==> src/rtl/cordic_ci_master.sv <==
// cordic_ci_master: streams FP32 angles to a multicycle custom-instruction CORDIC slave and returns cosine results
// Ports:
//   clock_i, aclr_n_i             clock and asynchronous active-low reset
//   in_valid_i/in_ready_o/in_data_i     angle input handshake
//   out_valid_o/out_ready_i/out_data_o/out_err_o  result output handshake (out_err_o marks a timeout)
//   ci_clk_en_o, ci_start_o, ci_aclr_o, ci_dataa_o, ci_result_i, ci_done_i  custom-instruction slave port
//   op_count_o (wrapping), err_count_o (saturating)  operation statistics
module cordic_ci_master #(
  parameter int unsigned TIMEOUT = 64
) (
  input  logic        clock_i,
  input  logic        aclr_n_i,
  input  logic        in_valid_i,
  output logic        in_ready_o,
  input  logic [31:0] in_data_i,
  output logic        out_valid_o,
  input  logic        out_ready_i,
  output logic [31:0] out_data_o,
  output logic        out_err_o,
  output logic        ci_clk_en_o,
  output logic        ci_start_o,
  output logic        ci_aclr_o,
  output logic [31:0] ci_dataa_o,
  input  logic [31:0] ci_result_i,
  input  logic        ci_done_i,
  output logic [15:0] op_count_o,
  output logic [7:0]  err_count_o
);
  localparam logic [1:0] IDLE  = 2'd0;
  localparam logic [1:0] ISSUE = 2'd1;
  localparam logic [1:0] WAIT  = 2'd2;
  localparam logic [1:0] HOLD  = 2'd3;
  localparam logic [7:0] TMAX  = 8'(TIMEOUT - 1);
  logic [1:0]  state_q, state_d;
  logic [31:0] dataa_q, dataa_d;
  logic [31:0] out_data_q, out_data_d;
  logic        out_err_q, out_err_d;
  logic [7:0]  timer_q, timer_d;
  logic [15:0] op_cnt_q, op_cnt_d;
  logic [7:0]  err_cnt_q, err_cnt_d;
  logic        aclr_q;
  // in_ready is gated by the reset pin so it reads 0 while held in reset
  assign in_ready_o  = (state_q == IDLE) && aclr_n_i;
  assign ci_start_o  = state_q == ISSUE;
  assign ci_clk_en_o = (state_q == ISSUE) || (state_q == WAIT);
  assign out_valid_o = state_q == HOLD;
  assign out_data_o  = out_data_q;
  assign out_err_o   = out_err_q;
  assign ci_dataa_o  = dataa_q;
  assign ci_aclr_o   = aclr_q;
  assign op_count_o  = op_cnt_q;
  assign err_count_o = err_cnt_q;
  always_comb begin
    state_d    = state_q;
    dataa_d    = dataa_q;
    out_data_d = out_data_q;
    out_err_d  = out_err_q;
    timer_d    = timer_q;
    op_cnt_d   = op_cnt_q;
    err_cnt_d  = err_cnt_q;
    case (state_q)
      IDLE: if (in_valid_i && in_ready_o) begin
        dataa_d = in_data_i;
        state_d = ISSUE;
      end
      ISSUE: begin
        timer_d = '0;
        state_d = WAIT;
      end
      WAIT: begin
        timer_d = timer_q + 8'd1;
        // done is checked first so a completion on the last allowed cycle is not an error
        if (ci_done_i) begin
          out_data_d = ci_result_i;
          out_err_d  = 1'b0;
          state_d    = HOLD;
        end else if (timer_q == TMAX) begin
          out_data_d = '0;
          out_err_d  = 1'b1;
          err_cnt_d  = err_cnt_q + {7'd0, ~&err_cnt_q};
          state_d    = HOLD;
        end
      end
      default: if (out_ready_i) begin
        op_cnt_d = op_cnt_q + 16'd1;
        state_d  = IDLE;
      end
    endcase
  end
  always_ff @(posedge clock_i or negedge aclr_n_i) begin
    if (!aclr_n_i) begin
      state_q    <= IDLE;
      dataa_q    <= '0;
      out_data_q <= '0;
      out_err_q  <= 1'b0;
      timer_q    <= '0;
      op_cnt_q   <= '0;
      err_cnt_q  <= '0;
      aclr_q     <= 1'b1;
    end else begin
      state_q    <= state_d;
      dataa_q    <= dataa_d;
      out_data_q <= out_data_d;
      out_err_q  <= out_err_d;
      timer_q    <= timer_d;
      op_cnt_q   <= op_cnt_d;
      err_cnt_q  <= err_cnt_d;
      aclr_q     <= 1'b0;
    end
  end
endmodule

==> config.mk <==
export PLATFORM = sky130hd
export DESIGN_NAME = cordic_ci_master
export DESIGN_NICKNAME = d
export VERILOG_FILES = /design/src/rtl/cordic_ci_master.sv
export SDC_FILE = /design/constraint.sdc
export NUM_CORES = 1
export LEC_CHECK = 0
export ABC_AREA = 1
export ABC_CLOCK_PERIOD_IN_PS = 2270
export CORE_MARGIN = 2
export CORE_UTILIZATION = 45
export CTS_CLUSTER_DIAMETER = 40
export DETAILED_ROUTE_END_ITERATION = 6
export PLACE_DENSITY = 0.89
export SLEW_MARGIN = 20
export SYNTH_ARGS = -nofsm -noshare
export SYNTH_HDL_FRONTEND = slang
export SYNTH_SLANG_ARGS = --single-unit
export TNS_END_PERCENT = 10
==> constraint.sdc <==
create_clock -name clock_i -period 2.27 [get_ports clock_i]
set_clock_uncertainty 0.2 [all_clocks]
set_input_delay 0.227 -clock clock_i [delete_from_list [all_inputs] [get_ports clock_i]]
set_output_delay 0.227 -clock clock_i [all_outputs]
set_load 0.1 [all_outputs]
==> impl_metrics.ini, run 1 <==
[clock_network]
cts_inserted_buffers = 9
cts-resized-gates = 0
root_buffer = clkbuf_8
insertion_delay_ns = 0.35
clock-sinks = 100
post_cts_buffers = 0
cts_tree = done
htreeDepth = 3
clock_path_buffers = 2
clk_pin_slew_ns = 0.10

[floorplanning]
core_sq_um = 9860
die_y_microns = 105
start_util = 0.466
num_rows = 36
io_pins = 163
die-area_sq_um = 11000
die_x_microns = 105

[flow_run]
drv_cap = 0

[logic_synthesis]
postSynthCellCount = 444
synth_xor_area_frac = 0.0286
yosys.cell_types.count = 33
synthFlopType = dfrtp_1
synth_top_family_by_area = simple AND/OR/NAND/NOR gates
synth_edf_count = 0
synth-compound-area-share = 0.0212
synthSimpleGateAreaFrac = 0.246
synth.area.mux_share = 0.0809
ys.warnings.count = 0
syn-cell-area_sq_um = 4590
ys_ff_latch = 100
syn-num-nets = 522
ys_async_sr_fraction = 1.00
seq_area_frac_synth = 0.545
synth_area_per_cell_sq_um = 10.3
synth_fa_ha_area_frac = 0.0245

[critical_path]
start_kind = flop
timing.rr.start = state_q[1]$_DFFE_PN0P_
cpMostUsedCell = inv_1
cp_slowest_cell = ha_2
cp.required_ns = 2.29
crit_path_cell_trace = inv_1, ha_2, nand2_1, nor2_1, inv_1, o21ai_0, a21oi_1
crit_start = state_q[1]$_DFFE_PN0P_
reg2reg_to = timer_q[5]$_DFFE_PN0P_
crit_fanout = 9
r2r_slack_ns = 0.24
worstRegToRegCells = 7
criticalPathCategory = flop to flop
slowest_delay_ns = 0.45
crit_path_end_kind = flop
cp.arrival_ns = 2.04

[placement]
gp_congestion = 0.786
io_buffer_count = 162
hpwl_mm = 7.93
dp_cells = 730
dp_slack_ns = 0.289

[drt]
wirelength_mm = 10.4
vias_per_cell = 4.83
wl_per_cell_microns = 13.9
first_iter_violations = 174
dr.pass1.iters = 6
antenna_left = 0
drc = 0
vias = 3607

[grt]
grt_antenna_before_repair = 0
groute.usage.overall = 0.189
grt-ovfl-total = 0
grt_pass1_vias = 3591
grt_pass1_wl_mm = 17.0
grt_max_degree = 51

[finish]
finalNetCount = 687
num-fill-cells = 784
multi_input_area_sq_um = 1850
antenna_cells = 0
syn_to_final_growth_pct = 37.9
drive_above_1_share = 0.334
regArea_sq_um = 2510
instances_no_fill = 747

[sta]
setup_tns_ns = 0
post-route-min-period_ns = 2.03
fmax_mhz = 493
final_critical_path_setup_slack_ns = 0.242
fin_crit_sh = 0.893
relSlewSlack = 0.581
drv_slew = 0
worst_pin_slew_ns = 0.628
rsz0062_at_grt = no
final-hold-violation-count = 0
finalSetupViolations = 0

[run_status]
outcome = complete, no violations

[worst_hold_path]
min_to = out_data_o[29]$_DFFE_PN0P_
min_path_cells = 3
worst_hold_path_type = primary input to flop
min-delay-start = ci_result_i[29]
layer usage:
layer / up-vias / track usage / part of all wire
li1: 1741 / - / -
met1: 1731 / 0.236 / 0.42
met2: 129 / 0.335 / 0.51
met3: 6 / 0.0474 / 0.058
met4: 0 / 0.0343 / 0.0067
met5: - / 0 / 0
critical path, delay by kind of cell (launching register included):
| family | cells | cell delay, ns |
|---|---|---|
| adders and majority gates | 1 | 0.45 |
| AOI/OAI and AO/OA | 2 | 0.37 |
| DFF | 1 | 0.44 |
| and+or+nand+nor | 2 | 0.26 |
| buffers and inverters | 2 | 0.19 |
worst max path at each step:
stage | to
final | timer_q[5]$_DFFE_PN0P_
after global routing | timer_q[5]$_DFFE_PN0P_
after CTS | timer_q[5]$_DFFE_PN0P_
after detailed placement | timer_q[5]$_DFFE_PN0P_
after global placement | timer_q[5]$_DFFE_PN0P_
after floorplan | ci_dataa_o[22]$_DFFE_PN0P_
state kept, by name, summed over array words and instances, names as in the netlist:
signal	cells
out_err_o	1
state_q	2
out_data_o	32
timer_q	8
op_count_o	16
ci_aclr_o	1
ci_dataa_o	32
err_count_o	8
Yosys cell counts, types with 2 or more instances:
| cell type | count | share of area |
|---|---|---|
| mux2_1 | 3 | 0.0074 |
| nor2_1 | 17 | 0.014 |
| nor3_1 | 7 | 0.0076 |
| xor2_1 | 11 | 0.021 |
| a21oi_1 | 7 | 0.0076 |
| mux2_2 | 30 | 0.074 |
| nand3b_1 | 2 | 0.0033 |
| nand4_1 | 2 | 0.0027 |
| nor2_4 | 2 | 0.0049 |
| inv_1 | 30 | 0.025 |
| o21ai_0 | 6 | 0.0065 |
| nand3_1 | 14 | 0.015 |
| buf_2 | 6 | 0.0065 |
| inv_2 | 5 | 0.0041 |
| nor2_2 | 4 | 0.0054 |
| nand2_1 | 134 | 0.11 |
| buf_6 | 6 | 0.015 |
| nand3_2 | 29 | 0.063 |
| nand2_2 | 6 | 0.0082 |
| dfrtp_1 | 99 | 0.54 |
| ha_1 | 9 | 0.025 |
| xnor2_1 | 4 | 0.0076 |
cell usage in the layout, fill, tap and decap left out, types with 2 or more instances in the layout:
cell,netlist,routed
nand2_1,134,134
buf_4,1,95
dfrtp_1,99,91
clkdlybuf4s50_1,0,67
inv_1,30,30
mux2_2,30,30
nand3_2,29,29
nor2_1,17,17
nand3_1,14,14
xor2_1,11,11
clkbuf_8,0,9
ha_1,9,8
dfrtp_2,0,8
nor3_1,7,7
a21oi_1,7,7
nand2_2,6,6
o21ai_0,6,6
inv_2,5,5
nor2_2,4,4
xnor2_1,4,4
buf_12,0,4
mux2_1,3,3
clkinvlp_4,0,3
nor2_4,2,2
nand3b_1,2,2
nand4_1,2,2
clkbuf_1,0,2
cell type report:
class | count | area share
clock buffers | 11 | 0.0207
clock inverters | 5 | 0.00968
inverters | 36 | 0.0217
multi-input cells | 295 | 0.292
flip-flops and latches | 100 | 0.397
well taps | 133 | 0.0263
repair buffers | 167 | 0.233
repair_timing:
action | in CTS | in global routing
setup endpoints to repair | 0 | 0
hold buffers | 1 | 0
endpoints found under the hold margin | 99 | 0
cells by family (layout without fill, tap and decap cells):
| logic type | Yosys count | in the layout |
|---|---|---|
| other | 1 | 1 |
| adders and majority gates | 9 | 9 |
| AOI/OAI and AO/OA | 16 | 16 |
| muxes | 33 | 33 |
| and+or+nand+nor | 221 | 221 |
| buffers and inverters | 49 | 219 |
| DFF | 100 | 100 |
| xor gates and xnor gates | 15 | 15 |
through the flow:
step	area (sq um)	hold slack, ns	utilization
finish	6330	0.211	0.642
floorplan	4610	-0.269	-
CTS	6330	0.190	0.642
detailed placement	6130	0.196	0.622
global placement	6130	0.186	0.622
global route	6330	0.187	0.642
Power of run 1 is left out: the tool's default activity adds up to more than one toggle a clock period on the data nets, which glitch-free logic cannot reach.
==> run 2: changes to the inputs <==
SLEW_MARGIN = 10   (was 20)
==> results of run 2 <==
Same layout as run 1: the final DEF is identical, and so are final timing and power.
Power of run 2 is left out for the same reason.
